[src/rtl/proc_multicycle.sv]
// Multicycle 16-bit processor: eight registers (R7 = PC), single shared bus, 3-5 cycles per instruction.
// Optional SLL/SRL opcodes are built in only when PROC_SHIFT_EN is defined.
module proc_multicycle (
    input  logic         clk,
    input  logic         Resetn,
    input  logic         Run,
    input  logic [15:0]  DIN,
    output logic [15:0]  ADDRout,
    output logic [15:0]  DOUTout,
    output logic         memW,
    output logic         muxRomRam,
    output logic [127:0] oREGS
);

    // step | meaning
    // T0   | ADDR <= PC, PC <= PC+1
    // T1   | IR <= DIN[9:0]
    // T2   | LD/ST address, MV/MVNZ move, MVI immediate fetch, ALU A <= RX
    // T3   | LD/MVI write RX, ST DOUT <= RX, ALU G <= A op RY
    // T4   | ST write strobe, ALU RX <= G
    typedef enum logic [2:0] {T0, T1, T2, T3, T4} step_t;

    localparam logic [3:0] OP_LD   = 4'h0;
    localparam logic [3:0] OP_ST   = 4'h1;
    localparam logic [3:0] OP_MVNZ = 4'h2;
    localparam logic [3:0] OP_MV   = 4'h3;
    localparam logic [3:0] OP_MVI  = 4'h4;
    localparam logic [3:0] OP_ADD  = 4'h5;
    localparam logic [3:0] OP_SUB  = 4'h6;
    localparam logic [3:0] OP_OR   = 4'h7;
    localparam logic [3:0] OP_SLT  = 4'h8;
    localparam logic [3:0] OP_SLL  = 4'h9;
    localparam logic [3:0] OP_SRL  = 4'hA;

    step_t             step_q, step_d;
    logic              running_q, running_d;
    logic [7:0][15:0]  r_q, r_d;
    logic [15:0]       a_q, a_d;
    logic [15:0]       g_q, g_d;
    logic [15:0]       addr_q, addr_d;
    logic [15:0]       dout_q, dout_d;
    logic [9:0]        ir_q, ir_d;

    logic        active;
    logic [3:0]  opcode;
    logic [7:0]  x_oh, y_oh;
    logic        is_alu;
    logic [7:0]  r_out, r_in;
    logic        din_out, g_out;
    logic        a_in, g_in, addr_in, dout_in, ir_in, pc_inc, done;
    logic        mem_w, mux_rom_ram;
    logic [15:0] bus;
    logic [15:0] alu_res;

    // The edge that samples Run high already executes T0.
    assign active    = running_q | Run;
    assign running_d = running_q | Run;

    assign opcode = ir_q[9:6];
    assign x_oh   = 8'b0000_0001 << ir_q[5:3];
    assign y_oh   = 8'b0000_0001 << ir_q[2:0];

`ifdef PROC_SHIFT_EN
    assign is_alu = (opcode >= OP_ADD) && (opcode <= OP_SRL);
`else
    assign is_alu = (opcode >= OP_ADD) && (opcode <= OP_SLT);
`endif

    always_comb begin
        step_d      = T0;
        r_out       = 8'h00;
        r_in        = 8'h00;
        din_out     = 1'b0;
        g_out       = 1'b0;
        a_in        = 1'b0;
        g_in        = 1'b0;
        addr_in     = 1'b0;
        dout_in     = 1'b0;
        ir_in       = 1'b0;
        pc_inc      = 1'b0;
        done        = 1'b0;
        mem_w       = 1'b0;
        mux_rom_ram = 1'b0;
        if (active) begin
            case (step_q)
                T0: begin
                    r_out[7] = 1'b1;
                    addr_in  = 1'b1;
                    pc_inc   = 1'b1;
                    step_d   = T1;
                end
                T1: begin
                    din_out = 1'b1;
                    ir_in   = 1'b1;
                    step_d  = T2;
                end
                T2: begin
                    step_d = T3;
                    case (opcode)
                        OP_LD, OP_ST: begin
                            r_out   = y_oh;
                            addr_in = 1'b1;
                        end
                        OP_MVNZ: begin
                            if (g_q != 16'h0000) begin
                                r_out = y_oh;
                                r_in  = x_oh;
                            end
                            done = 1'b1;
                        end
                        OP_MV: begin
                            r_out = y_oh;
                            r_in  = x_oh;
                            done  = 1'b1;
                        end
                        OP_MVI: begin
                            r_out[7] = 1'b1;
                            addr_in  = 1'b1;
                            pc_inc   = 1'b1;
                        end
                        default: begin
                            if (is_alu) begin
                                r_out = x_oh;
                                a_in  = 1'b1;
                            end else begin
                                done = 1'b1;
                            end
                        end
                    endcase
                end
                T3: begin
                    step_d = T4;
                    case (opcode)
                        OP_LD: begin
                            din_out     = 1'b1;
                            r_in        = x_oh;
                            mux_rom_ram = 1'b1;
                            done        = 1'b1;
                        end
                        OP_ST: begin
                            r_out   = x_oh;
                            dout_in = 1'b1;
                        end
                        OP_MVI: begin
                            din_out = 1'b1;
                            r_in    = x_oh;
                            done    = 1'b1;
                        end
                        default: begin
                            if (is_alu) begin
                                r_out = y_oh;
                                g_in  = 1'b1;
                            end else begin
                                done = 1'b1;
                            end
                        end
                    endcase
                end
                T4: begin
                    done = 1'b1;
                    if (opcode == OP_ST) begin
                        mem_w = 1'b1;
                    end else if (is_alu) begin
                        g_out = 1'b1;
                        r_in  = x_oh;
                    end
                end
                default: done = 1'b1;
            endcase
            if (done) begin
                step_d = T0;
            end
        end
    end

    // Bus priority: DIN over G over the selected register; nothing selected reads as 0.
    always_comb begin
        bus = 16'h0000;
        if (din_out) begin
            bus = DIN;
        end else if (g_out) begin
            bus = g_q;
        end else begin
            for (int i = 0; i < 8; i++) begin
                if (r_out[i]) begin
                    bus = r_q[i];
                end
            end
        end
    end

    always_comb begin
        alu_res = 16'h0000;
        case (opcode)
            OP_ADD:  alu_res = a_q + bus;
            OP_SUB:  alu_res = a_q - bus;
            OP_OR:   alu_res = a_q | bus;
            OP_SLT:  alu_res = {15'h0000, (a_q < bus)};
`ifdef PROC_SHIFT_EN
            OP_SLL:  alu_res = (bus > 16'd15) ? 16'h0000 : (a_q << bus[3:0]);
            OP_SRL:  alu_res = (bus > 16'd15) ? 16'h0000 : (a_q >> bus[3:0]);
`endif
            default: alu_res = 16'h0000;
        endcase
    end

    always_comb begin
        for (int i = 0; i < 8; i++) begin
            r_d[i] = r_in[i] ? bus : r_q[i];
        end
        // A bus write to R7 is a jump and overrides the increment.
        if (pc_inc && !r_in[7]) begin
            r_d[7] = r_q[7] + 16'd1;
        end
        a_d    = a_in    ? bus       : a_q;
        g_d    = g_in    ? alu_res   : g_q;
        addr_d = addr_in ? bus       : addr_q;
        dout_d = dout_in ? bus       : dout_q;
        ir_d   = ir_in   ? bus[9:0]  : ir_q;
    end

    always_ff @(posedge clk or posedge Resetn) begin
        if (Resetn) begin
            step_q    <= T0;
            running_q <= 1'b0;
            r_q       <= '0;
            a_q       <= 16'h0000;
            g_q       <= 16'h0000;
            addr_q    <= 16'h0000;
            dout_q    <= 16'h0000;
            ir_q      <= 10'h000;
        end else begin
            step_q    <= step_d;
            running_q <= running_d;
            r_q       <= r_d;
            a_q       <= a_d;
            g_q       <= g_d;
            addr_q    <= addr_d;
            dout_q    <= dout_d;
            ir_q      <= ir_d;
        end
    end

    assign ADDRout   = addr_q;
    assign DOUTout   = dout_q;
    assign memW      = mem_w;
    assign muxRomRam = mux_rom_ram;
    assign oREGS     = r_q;

endmodule

[config.mk]
export PLATFORM = sky130hd
export DESIGN_NAME = proc_multicycle
export DESIGN_NICKNAME = d
export VERILOG_FILES = /design/src/rtl/proc_multicycle.sv
export SDC_FILE = /design/constraint.sdc
export NUM_CORES = 1
export LEC_CHECK = 0
export CORE_ASPECT_RATIO = 2
export CORE_MARGIN = 4
export CORE_UTILIZATION = 37
export DETAILED_ROUTE_END_ITERATION = 10
export PLACE_DENSITY = 0.7
export SLEW_MARGIN = 20
export SYNTH_ARGS = -nofsm -noshare
export SYNTH_HDL_FRONTEND = slang
export SYNTH_SLANG_ARGS = --single-unit
[constraint.sdc]
create_clock -name clk -period 7.9 [get_ports clk]
set_input_delay 2.37 -clock clk [delete_from_list [all_inputs] [get_ports clk]]
set_output_delay 2.37 -clock clk [all_outputs]
set_load 0.02 [all_outputs]
## Word-level counts from Yosys, hierarchy flattened

Index checks and enable logic that the tools add are counted.
Widths: inputs -> output; s select.

| storage, ports and cells | value |
|---|---|
| bits in registers | 206 |
| bits of input ports | 19 |
| output and inout bits | 162 |
| word-level logic and storage cells | 115 |

| cells by class | value |
|---|---|
| add/subtract/negate cells | 3 |
| $lt $le $gt $ge | 3 |
| eq/ne operators | 12 |
| shift-type cells | 2 |
| muxes and demuxes | 65 |
| bitwise logic cells | 2 |
| reductions and logical operators | 13 |

Operator list:

| cell | number |
|---|---|
| $mux 16 | 12 |
| $mux 8 | 8 |
| $pmux 16 s4 | 1 |
| $pmux 8 s2 | 2 |
| $mux 1 | 28 |
| $pmux 8 s3 | 1 |
| $pmux 7 s3 | 1 |
| $add 16x1->16 const B | 1 |
| $add 16x16->16 | 1 |
| $eq 4x3->1 const B | 4 |
| $lt 16x16->1 | 1 |
| $or 16x16->16 | 1 |
| $reduce_bool 16->1 | 1 |
| $shl 1x3->8 const A | 2 |
| $sub 16x16->16 | 1 |
| $pmux 7 s2 | 1 |
| $pmux 3 s4 | 1 |
| $pmux 1 s2 | 5 |
| $pmux 1 s3 | 3 |
| $eq 4x2->1 const B | 2 |
| $eq 3x2->1 const B | 2 |
| $mux 3 | 2 |
| $reduce_or 2->1 | 3 |
| $reduce_or 3->1 | 2 |
| 13 further kinds | 14 |

## Depth between registers and ports, before layout

| logic depth | value |
|---|---|
| depth after elaboration | 18 |
| gate-level depth with buffers | 26 |

## Least setup slack after synthesis

OpenSTA, ideal clock, no wires.

| timing | value |
|---|---|
| path kind | input port to flip-flop |
| start point | in Run |
| end point | reg g_q[12] |
| data arrival time | 7.091 ns |
| data required time | 7.770 ns |
| setup slack | 0.679 ns |
| stages | 21 |
| path buffers | 0 |
| path through | o21ba_2 and4_1 o31a_1 a221o_1 a221oi_1 o21a_1 nor2_1 o22ai_1 inv_1 fa_1 a21o_1 a21oi_1 o21bai_1 a31o_2 a221o_1 a2111o_1 nand2_1 xnor2_1 a2111oi_0 o21a_1 nor3_1 |

| on the way | value |
|---|---|
| longest elaborated chain between the ends | 14 |
| elaborated cells on any way between the ends | 19 |
| classes of those cells | 2 x add/sub; 15 x mux; 2 x bitwise |

RTL lines:

| element | RTL line | source |
|---|---|---|
| start, declared | 6 | `input logic Run,` |
| $or 1x1->1 * | 56 | `assign active = running_q \| Run;` |
| $mux 8 | 84 | `if (active) begin` |
| $mux 16 (8 in a row) | 185 | `if (r_out[i]) begin` |
| $mux 16 | 181 | `end else if (g_out) begin` |
| $mux 16 | 179 | `if (din_out) begin` |
| $sub 16x16->16 (tied with other cells) | 196 | `OP_SUB: alu_res = a_q - bus;` |
| $pmux 16 s4 | 194 | `case (opcode)` |
| end signal, assigned | 237 | `g_q <= g_d;` |
| end, declared | 39 | `logic [15:0] g_q, g_d;` |

Every way passes the cells marked *; elsewhere a longest branch is shown, timed or not.
A chain may end at the register's enable or synchronous reset.

## Worst setup path in the final report

| timing | value |
|---|---|
| start point | in Run |
| end point | reg g_q[15] |

| on the way | value |
|---|---|
| longest elaborated chain between the ends | 14 |
| elaborated cells on any way between the ends | 19 |
| classes of those cells | 2 x add/sub; 15 x mux; 2 x bitwise |

RTL lines:

| element | RTL line | source |
|---|---|---|
| $or 1x1->1 * | 56 |  |
| $mux 8 | 84 |  |
| $mux 16 (8 in a row) | 185 |  |
| $mux 16 | 181 |  |
| $mux 16 * | 179 |  |
| named net bus[2] | 52 | `logic [15:0] bus;` |
| $sub 16x16->16 / $add 16x16->16 (equally long branches) | 196, 195 |  |
| $pmux 16 s4 * | 194 |  |

Mark *: on every way through the listed nets, which the timed path passes. The rest lies on a longest branch.

==> results.txt <==
----------------------------------------------------
[Critical path]
  Cell with the largest stage delay on the worst path ... a2111oi_0
  Maximum fanout along the worst path ... 5
  Critical path data required time ... around 8.3 ns
  Depth of the most critical reg-to-reg path ... 23
  Critical Path Most Common Cell ... buf_4
  Endpoint of the most critical register-to-register path ... g_q[15]$_DFFE_PP0P_
  Source of the worst register-to-register timing path ... ir_q[6]$_DFFE_PP0P_
  Type of destination of the critical path ... flop
  Register-to-Register Setup Slack ... between 1.5 and 2 ns
  Delay of the slowest critical-path stage ... about 0.78 ns
  Nature of the critical path startpoint ... input pin
  Class of the most critical setup path ... in -> reg
  Arrival time worst endpoint ... 8.05 ns

[Worst hold path]
  Worst hold path stage count ... 2
  Hold worst-path end ... DOUTout[9]$_DFFE_PP0P_
  Worst hold path class ... reg -> reg
  Hold Startpoint ... DOUTout[9]$_DFFE_PP0P_

[Timing]
  Count of pins over their slew limit ... 0
  Worst Max-Slew Pin Slew ... 1.09 ns
  Headroom to the max-slew limit ... 26.9%
  Post-Route Skew ... 0.0167 ns
  Min cycle time layout ... between 7 and 8 ns
  Period utilisation layout ... just under 100%
  Slack of the critical path ... around 0.26 ns
  Achievable frequency ... about 130 MHz
  Setup repair after global routing missed its margin ... false
  Setup-violating endpoint count in the final report ... 0
  Number of endpoints with negative hold slack in the final report ... 0

[Global routing]
  First-pass GRT wire length ... slightly above 70,000 um
  Number of global-route vias before repair ... around 11,000
  Total routing usage reported by global routing ... between 20% and 30%
  Largest net degree at the start of global routing ... between 70 and 80
  Antenna violations before repair ... 0
  GRT overflow ... 0

[Detailed routing]
  Number of nets with antenna violations after routing ... 0
  Uppermost layer routed ... met4
  First-pass iteration count of the detailed router ... 9
  Number of DRC markers in iteration 0 ... a little under 1,000
  Met2 WL ... approximately 24,000 um
  Total Wirelength ... between 40,000 and 50,000 um
  Average wire per standard cell ... 26.3 um
  Vias/cell ... between 5 and 6
  Drt drc ... 0
  Met1 wire length ... approximately 16,000 um
  Total via count after detailed routing ... ~11,000
  Met3 WL post-DR ... about 2800 um

[Job]
  Max-cap violation count ... 0

[Logic synthesis]
  Portion of the post-synthesis area used by sequential elements ... 45.2%
  Fraction of synthesized cell area taken by the top area cell type ... 45.2%
  Cell count after synthesis ... about 1,200
  Mean cell area of the mapped netlist ... between 9 and 10 um^2
  Seq cells post-synth ... ~210
  Cells taking the most area after synthesis ... dfrtp_1, mux2_2, o21ai_0
  Biggest area consumer among synthesized cells ... dfrtp_1
  Asr flop ratio synth ... 100%
  Number of unique standard cell types used by synthesis ... slightly below 80
  Synth Warn # ... 0
  Number of synthesized flops with an enable pin ... 0
  Post-synthesis net count ... 1,282
  Primary FF master, synth ... dfrtp_1
  Cell area after synthesis ... between 0.01 and 0.015 mm^2

[Placed design]
  Number of buffers added on ports ... between 150 and 200
  Final HPWL DP ... about 37,000 um
  RePlAce Congestion ... 0.980
  Setup slack at placement ... -0.185 ns

[Power and ir drop]
  Sequential power share ... between 20% and 30%
  Leakage power figure ... 6.43 nW
  P_sw ... slightly above 0.004 W
  Internal cell power ... 0.00416 W
  Maximum resistive drop on vdd ... between 0.0002 and 0.0003 V
  PD cells ... between 500 and 600 mW/mm^2
  Clk network pwr share ... 12.6%
  Combinational power share ... roughly 63%
  Switching share of power ... between 40% and 50%

[Finish]
  Ratio of cells with drive above 1 in the final layout ... 14.8%
  Commonest cells after routing, fill and taps aside ... dfrtp_1, clkdlybuf4s50_1, nand2_1
  Post-layout utilization of the core ... roughly half
  Fin nets ... ~1,500
  Ant. Diodes ... 0
  Most common library cell in the layout ignoring fill and taps ... dfrtp_1
  Layout-stage area growth over the synthesis result ... 29.5%

[Die]
  Io pins ... ~180
  Initial core utilization ... 37.7%
  Chip height ... around 260 um
  Std-Cell Core Area ... around 0.03 mm^2
  Chip Width ... about 130 um
  DIE AREA ... around 0.034 mm^2
  FP Rows ... 90

[CTS]
  Hold bufs inserted after CTS ... 0
  TritonCTS clock tree ... done
  # Post-CTS Setup Buffers ... 0
  CTS H-tree lvls ... 1
  Sinks on Clock Net ... just over 200
  Clock-pin slew on the worst setup and hold paths ... approximately 0.070 ns
  Cts bufs inserted ... 21
  Insertion delay to the later sink of the worst-skew pair ... 0.52 ns
  Maximum buffer depth of the clock tree ... 3
  Resized Gates After CTS ... 0
  Cell chosen for the clock root ... clkbuf_16

[Status]
  Status ... finished clean

----------------------------------------------------
worst max-delay path by stage:
| stage | start | to | slack (ns) | cells after the start |
|---|---|---|---|---|
| after floorplan | Run | g_q[12]$_DFFE_PP0P_ | 0.68 | 21 |
| after global placement | Run | g_q[15]$_DFFE_PP0P_ | -0.16 | 24 |
| after detailed placement | Run | g_q[15]$_DFFE_PP0P_ | -0.19 | 25 |
| after CTS | Run | g_q[15]$_DFFE_PP0P_ | 0.31 | 25 |
| after global routing | Run | g_q[15]$_DFFE_PP0P_ | 0.05 | 24 |
| final | Run | g_q[15]$_DFFE_PP0P_ | 0.26 | 25 |
critical path: cells and delay by family:
| family | cells | cell delay [ns] |
|---|---|---|
| multiplexers | 1 | 0.14 |
| AO/OA/AOI/OAI | 14 | 3.65 |
| buffers and inverters | 6 | 1.20 |
| AND/OR/NAND/NOR | 3 | 0.40 |
| adder cells (fa/ha/maj) | 1 | 0.26 |
cell usage after synthesis, drive strengths merged (10+ instances only):
master  instances
dfrtp         206
nand2         152
o21ai         139
nor2           81
mux2           68
clkbuf         65
inv            58
a21oi          55
ha             51
nand3          38
a22oi          33
xnor2          28
nor3           24
a221oi         17
a222oi         16
a21o           11
nor4           11
o22ai          10
layer usage:
metal / vias up / global-route usage [%]
met5: - / 0
li1: 4813 / -
met2: 536 / 48.7
met1: 5246 / 29.6
met4: 0 / 22.0
met3: 213 / 3.45
power by group through the flow:
stage	clock network, W	registers, W	logic, W
floorplan	0	0.00218	0.00254
global placement	0	0.00205	0.00506
detailed placement	0	0.00205	0.00510
CTS	0.00106	0.00204	0.00512
global route	0.00110	0.00210	0.00550
finish	0.00104	0.00205	0.00515
flip-flops by register name, indices dropped and copies added (netlist names):
register,flops
ir_q,10
oREGS,128
running_q,1
step_q,3
ADDRout,16
DOUTout,16
g_q,16
a_q,16
stage by stage:
stage                     hold slack (ns)  TNS [ns]  instances  cell area, um^2  total power, W
after floorplan                     0.473         0       1211            11400         0.00472
after global routing                0.502         0       1812            14800         0.00870
final                               0.478         0       1812            14800         0.00825
after CTS                           0.487         0       1812            14800         0.00822
after detailed placement            0.471    -0.255       1774            14100         0.00715
after global placement              0.461    -0.194       1774            14100         0.00711
cell type report:
cell class	instances	area (um^2)
Clock inverter	11	126
Sequential cell	206	5150
Tap cell	368	460
Fill cell	2813	15500
Multi-Input combinational cell	876	5790
Clock buffer	27	578
Timing Repair Buffer	266	2450
Inverter	58	221
cells by family (layout without fill, tap and decap cells):
family,after synthesis,count (layout),synth area share (%)
and+or+nand+nor,366,366,14.7
muxes,76,76,7.41
adders and majority gates,52,52,5.77
DFF,206,206,45.2
xor gates and xnor gates,32,32,2.46
AOI/OAI and AO/OA,350,350,20.1
buffers and inverters,129,362,4.36
(Power assumes the default switching activity.)
